## src/rtl/vga_timing_gen.sv

```systemverilog
// rtl/vga_timing_gen.sv - parameterised VGA raster timing generator with line/frame strobes
module vga_timing_gen #(
    parameter int H_DISPLAY = 640,
    parameter int H_FRONT   = 16,
    parameter int H_SYNC    = 96,
    parameter int H_BACK    = 48,
    parameter int V_DISPLAY = 480,
    parameter int V_FRONT   = 10,
    parameter int V_SYNC    = 2,
    parameter int V_BACK    = 33,
    parameter int SYNC_POL  = 0,
    parameter int CLK_DIV   = 1
) (
    input  logic       clk,
    input  logic       rst_n,
    output logic       hsync,
    output logic       vsync,
    output logic       display_on,
    output logic [9:0] hpos,
    output logic [9:0] vpos,
    output logic       line_start,
    output logic       frame_start,
    output logic [7:0] frame_cnt
);

    localparam int H_TOTAL  = H_DISPLAY + H_FRONT + H_SYNC + H_BACK;
    localparam int V_TOTAL  = V_DISPLAY + V_FRONT + V_SYNC + V_BACK;
    localparam int HS_START = H_DISPLAY + H_FRONT;
    localparam int HS_END   = H_DISPLAY + H_FRONT + H_SYNC;
    localparam int VS_START = V_DISPLAY + V_FRONT;
    localparam int VS_END   = V_DISPLAY + V_FRONT + V_SYNC;
    localparam int DIV_W    = (CLK_DIV > 1) ? $clog2(CLK_DIV) : 1;
    localparam logic SYNC_ACT = (SYNC_POL != 0);

    // Reject geometries the 10-bit position outputs cannot represent
    generate
        if (H_TOTAL > 1024 || V_TOTAL > 1024) begin : g_total_check
            $error("vga_timing_gen: H_TOTAL and V_TOTAL must not exceed 1024");
        end
        if (CLK_DIV < 1 || CLK_DIV > 4) begin : g_div_check
            $error("vga_timing_gen: CLK_DIV must be within 1..4");
        end
    endgenerate

    logic [DIV_W-1:0] div_cnt;
    logic             tick;
    logic [9:0]       h_next;
    logic [9:0]       v_next;
    logic [10:0]      h_ext;
    logic [10:0]      v_ext;

    assign tick  = (div_cnt == DIV_W'(CLK_DIV - 1));
    assign h_ext = {1'b0, h_next};
    assign v_ext = {1'b0, v_next};

    // Next beam position; decode runs on this so outputs line up with hpos/vpos
    always_comb begin
        h_next = hpos + 10'd1;
        v_next = vpos;
        if (hpos == 10'(H_TOTAL - 1)) begin
            h_next = 10'd0;
            v_next = (vpos == 10'(V_TOTAL - 1)) ? 10'd0 : vpos + 10'd1;
        end
    end

    // Pixel-rate divider; reset to the last phase so the first clk after reset is a tick
    always_ff @(posedge clk or negedge rst_n) begin
        if (!rst_n) begin
            div_cnt <= DIV_W'(CLK_DIV - 1);
        end else if (tick) begin
            div_cnt <= '0;
        end else begin
            div_cnt <= div_cnt + 1'b1;
        end
    end

    // Beam counters, sync/active decode, one-clk strobes and frame counter
    always_ff @(posedge clk or negedge rst_n) begin
        if (!rst_n) begin
            hpos        <= 10'(H_TOTAL - 1);
            vpos        <= 10'(V_TOTAL - 1);
            hsync       <= ~SYNC_ACT;
            vsync       <= ~SYNC_ACT;
            display_on  <= 1'b0;
            line_start  <= 1'b0;
            frame_start <= 1'b0;
            frame_cnt   <= 8'd0;
        end else if (tick) begin
            hpos        <= h_next;
            vpos        <= v_next;
            hsync       <= (h_ext >= 11'(HS_START) && h_ext < 11'(HS_END)) ? SYNC_ACT : ~SYNC_ACT;
            vsync       <= (v_ext >= 11'(VS_START) && v_ext < 11'(VS_END)) ? SYNC_ACT : ~SYNC_ACT;
            display_on  <= (h_ext < 11'(H_DISPLAY)) && (v_ext < 11'(V_DISPLAY));
            line_start  <= (h_next == 10'd0);
            frame_start <= (h_next == 10'd0) && (v_next == 10'd0);
            if (h_next == 10'd0 && v_next == 10'd0) begin
                frame_cnt <= frame_cnt + 8'd1;
            end
        end else begin
            // Strobes are one clk wide even when a pixel spans several clks
            line_start  <= 1'b0;
            frame_start <= 1'b0;
        end
    end

endmodule

```

## config.mk

```make
export PLATFORM = sky130hd
export DESIGN_NAME = vga_timing_gen
export DESIGN_NICKNAME = d
export VERILOG_FILES = /design/src/rtl/vga_timing_gen.sv
export SDC_FILE = /design/constraint.sdc
export NUM_CORES = 1
export LEC_CHECK = 0
export BUFFER_PORTS_ARGS = -buffer_cell sky130_fd_sc_hd__buf_2
export CAP_MARGIN = 20
export CORE_ASPECT_RATIO = 1.5
export CORE_UTILIZATION = 50
export DETAILED_ROUTE_END_ITERATION = 16
export PLACE_DENSITY = 0.76
export SETUP_SLACK_MARGIN = 0.5
export SLEW_MARGIN = 20
export SYNTH_ARGS = -nofsm -noshare
export SYNTH_HDL_FRONTEND = slang
export SYNTH_SLANG_ARGS = --single-unit
```

## constraint.sdc

```tcl
create_clock -name clk -period 2.6 [get_ports clk]
set_input_delay 0.52 -clock clk [delete_from_list [all_inputs] [get_ports clk]]
set_output_delay 0.52 -clock clk [all_outputs]
set_load 0.01 [all_outputs]
```

# --- Yosys cells after proc, flatten, opt, wreduce, memory -nomap -nowiden ---
# Index checks and enable logic that the tools add are counted.
totals:
  regBits: 34
  wordCells: 37
classes:
  add_sub_neg: 4
  order_cmp: 6
  eq_ne: 2
  n_mux: 8
  bitwise: 1
  n_reduce_logical: 7
ops:
  columns: ["op", "count"]
  rows:
  - ["$mux W10", 3]
  - ["$add A10 B1 Y10 const B", 2]
  - ["$eq A10 B10 Y1 const B", 2]
  - ["$logic_not A10 Y1", 2]
  - ["$lt A10 B10 Y1 const B", 2]
  - ["$lt A10 B9 Y1 const B", 2]
  - ["$ge A10 B10 Y1 const B", 1]
  - ["$ge A10 B9 Y1 const B", 1]
  - ["$add A8 B1 Y8 const B", 1]
  - ["$mux W1", 5]
  - ["$logic_and A1 B1 Y1", 4]
  - ["$reduce_and A2 Y1", 1]
  - ["$add A1 B1 Y1 const B", 1]
  - ["$not A1 Y1", 1]

# --- Logic depth before layout (Yosys ltp) ---
logic_depth:
  word_depth: 6
  ltp_mapped: 11
  mapped_depth_nobuf: 9

# --- Worst setup path before layout ---
# OpenSTA, ideal clock, no wires.
synth_path:
  kind: "register to register"
  start: "register hpos[0]"
  end: "register frame_cnt[1]"
  setup_ns: 0.125
  arrival_time_ns: 2.680
  required_time_ns: 2.475
  path_slack_ns: -0.205
  path_stages_with_launch: 10
  synth_period_minus_slack_ns: 2.805
  path_cell_list: "dfstp_2 > ha_1 > and4_1 > buf_6 > xnor2_1 > a32oi_1 > or3_4 > nor4_4 > and2_4 > mux2_4"
synth_via:
  elab_chain_cells: 5
  elab_cells_between_ends: 8
  cone_classes: "add/sub: 1; eq/ne: 1; mux: 2; reduce/logical: 4"
synth_lines:
  columns: ["item", "line", "source"]
  rows:
  - ["start, declared", "19", "output logic [9:0] hpos,"]
  - ["start signal, assigned", "80", "hpos <= 10'(H_TOTAL - 1);"]
  - ["start signal, assigned", "89", "hpos <= h_next;"]
  - ["$add A10 B1 Y10 or $eq A10 B10 Y1 (tied branches)", "58, 60", null]
  - ["$mux W10", "60", "if (hpos == 10'(H_TOTAL - 1)) begin"]
  - ["$logic_not A10 Y1", "96", "if (h_next == 10'd0 && v_next == 10'd0) begin"]
  - ["$logic_and A1 B1 Y1 *", "96", null]
  - ["$reduce_and A2 Y1 (no source line) *", null, null]
  - ["end signal, assigned", "97", "frame_cnt <= frame_cnt + 8'd1;"]
  - ["end, declared", "23", "output logic [7:0] frame_cnt"]
# Every way passes the cells marked *; elsewhere a longest branch is shown, timed or not.
# A chain may end at the register's enable or synchronous reset.

# --- Final worst setup path ---
layout_path:
  start: "register hpos[6]"
  end: "register frame_cnt[1]"
# Same word-level chain as after synthesis.

==> impl_metrics.ini <==
[synthesis]
synthTopCellsByCount = 21 x dfrtp_1, 17 x nand2_1, 16 x nor2_1
synth-seq-cells = 33
synth_top_area_share = 0.260
ys_types = 56
synth_area_leaders = dfrtp_1 26%, dfstp_2 16%, xnor2_1 5.2%
yosys.area.top_type = dfrtp_1
synth_area_um2 = 2020
async_flop_share = 1.00
synth_nets = 207
avgSynthCellArea_um2 = 10.1
synth_edf_count = 0
synth_warnings = 0
yosysSeqAreaShare = 0.415
synth_top_flop_cell = dfrtp_1
yosysMostFrequentCell = dfrtp_1
netlist_instances = 201

[route]
wl_mm = 5.40
wire_per_inst_um = 17.4
ant_nets = 0
vias_per_cell = 6.00
route.detailed.drc = 0
num_vias = 1861
drtIter0Drc = 66
drt-pass1-iter-count = 4

[placement]
dp_hpwl_mm = 3.46
port-buffer-count = 34
globalplace.congestion = 0.974

[cts]
cts_tree = built
clock_path_buffers = 2
ctsRootBufferMaster = clkbuf_8
clock-sinks = 33
cts_max_level = 2
path_clk_slew_ps = 70
clkLatencyLatePin_ps = 290
cts_buffers = 5

[pwr]
clkPwrFrac = 0.489
p_int_mw = 0.827
p_switching_mw = 0.199
ir_drop_mv = 0.380
p_per_area_nw_per_um2 = 378
power.total_mw = 1.03
combPwrFrac = 0.010
p_leak_nw = 1.23
switching_share = 0.194
pwr-share-seq = 0.501

[finish]
diodes = 0
drive_gt1_frac = 0.483
fin_util = 0.691
nets = 270
areaGrowthSynthToFinish_pct = 33.9

[timing]
worst_clock_skew_ps = 4.95
tightestPinTransition_ps = 721
max_slew_margin = 0.519
period_share = 1.01
setup_ws_ps = -36.9
min_period_ps = 2640
slew_violations = 0
hold_viol = 0
clock.fmax_ghz = 0.379
rsz0062_at_grt = yes
setup_violations = 2
setup_tns_ps = -50.6

[global_route]
grt_max_degree = 34
grt_usage = 0.259
grtUsageMet2 = 0.436
gr-total-overflow = 0
antenna_found_initial = 0
grt_pass1_wl_mm = 8.00
met3_usage = 0.0552
top_usage_layer = met2
grt_use_met1 = 0.297
grt_pass1_vias = 1727

[setup_path]
crit_family = simple AND/OR/NAND/NOR gates
critPathBufInv = 1
critical_path_class = flop to flop
critPathMaxStageDelay_ps = 460
cp-startpoint = hpos[6]
critPathLaunchType = flop
cp_common_cell = mux2_4
end_kind = flop
slowest_stage = dfrtp_1
crit_chain = buf_4 > nor4bb_1 > nand4_1 > mux2_4 > o311ai_4 > nor4_4 > and2_4 > mux2_4
reg2reg_setup_slack_ps = -40
arrival_ps = 2810
cp_max_fo = 6
critPathRequiredTime_ps = 2770
r2r_start = hpos[6]

[die]
die_x_um = 54.0
ioPinCount = 35
core-area_um2 = 3920
die_area_um2 = 4310
start_util = 0.516
die_h_um = 79.9
rows = 28

[outcome]
violations = setup timing
status = finished with violations

[min_path]
hold_path_class = primary input to asynchronous set/reset pin

[run]
maxCapViolCount = 0
[area by class of cell]
class	count	area (um^2)
timing repair buffer	67	442
tap	45	56.3
sequential	33	842
clock buffer	7	86.3
multi-input combinational	149	1220
clock inverter	1	30.0
fill	294	1210
inverter	8	30.0
[metal layers]
metal  routed length (um)  part of all wire  vias to the layer above
met5                    0                 0                        -
met4                  147             0.027                        0
met2                 2930              0.54                       64
li1                     -                 -                      854
met3                  210             0.039                       13
met1                 2110              0.39                      930
[state kept, by name (all words and copies together) (netlist names)]
signal / cells
line_start: 1
vsync: 1
display_on: 1
hsync: 1
frame_cnt: 8
hpos: 10
frame_start: 1
vpos: 10
[power by group through the flow]
stage | Combinational, mW | Clock (mW) | Sequential, mW
floorplan | 0.000000430 | 0 | 0.523
global placement | 0.0105 | 0 | 0.523
detailed placement | 0.0109 | 0 | 0.523
CTS | 0.0108 | 0.512 | 0.514
global route | 0.0125 | 0.534 | 0.514
finish | 0.00998 | 0.502 | 0.514
[placed cells by master (no fill, tap or decap), types with 7 or more instances in the layout]
master   instances
xnor2_1          8
nand2_1         17
dfrtp_1         20
xor2_1           7
nand3_1          8
inv_1            8
nor2_1          15
buf_2           34
buf_4           29
dfstp_2         12
[repair_timing]
item                       4_1_cts  5_1_grt
setup endpoints to repair       11       13
hold endpoints to repair         0        0
resized for setup               13       15
hold buffers                     0        0
pin swaps                        8       12
setup buffers                    5        4
[final timing paths]
path	end	cells past startpoint
setup / recovery	frame_cnt[1]	8
max in group asynchronous	vpos[1]	1
hold reg to reg	frame_cnt[6]	1
hold / removal	frame_cnt[4]	1
min in group clk	frame_cnt[6]	1
setup reg to reg	frame_cnt[1]	8
[metrics by stage]
step	cell area (um^2)	setup WS [ps]	cells	hold WS [ps]
floorplan	2040	-49.6	201	224
global placement	2380	85.2	293	448
finish	2710	-36.9	310	284
detailed placement	2380	33.9	293	460
global route	2710	-87.9	310	353
CTS	2600	42.9	306	308
[kinds of logic (layout without fill, tap and decap cells)]
| kind of cell | Yosys count | after routing | share of synthesized area |
|---|---|---|---|
| buffers and inverters | 19 | 83 | 0.0544 |
| muxes | 3 | 3 | 0.0204 |
| and+or+nand+nor | 95 | 95 | 0.295 |
| AOI/OAI and AO/OA | 28 | 28 | 0.108 |
| adders and majority gates | 4 | 4 | 0.0247 |
| DFF | 33 | 33 | 0.415 |
| xor gates and xnor gates | 19 | 19 | 0.0822 |
Power figures use the tool's default switching activity.
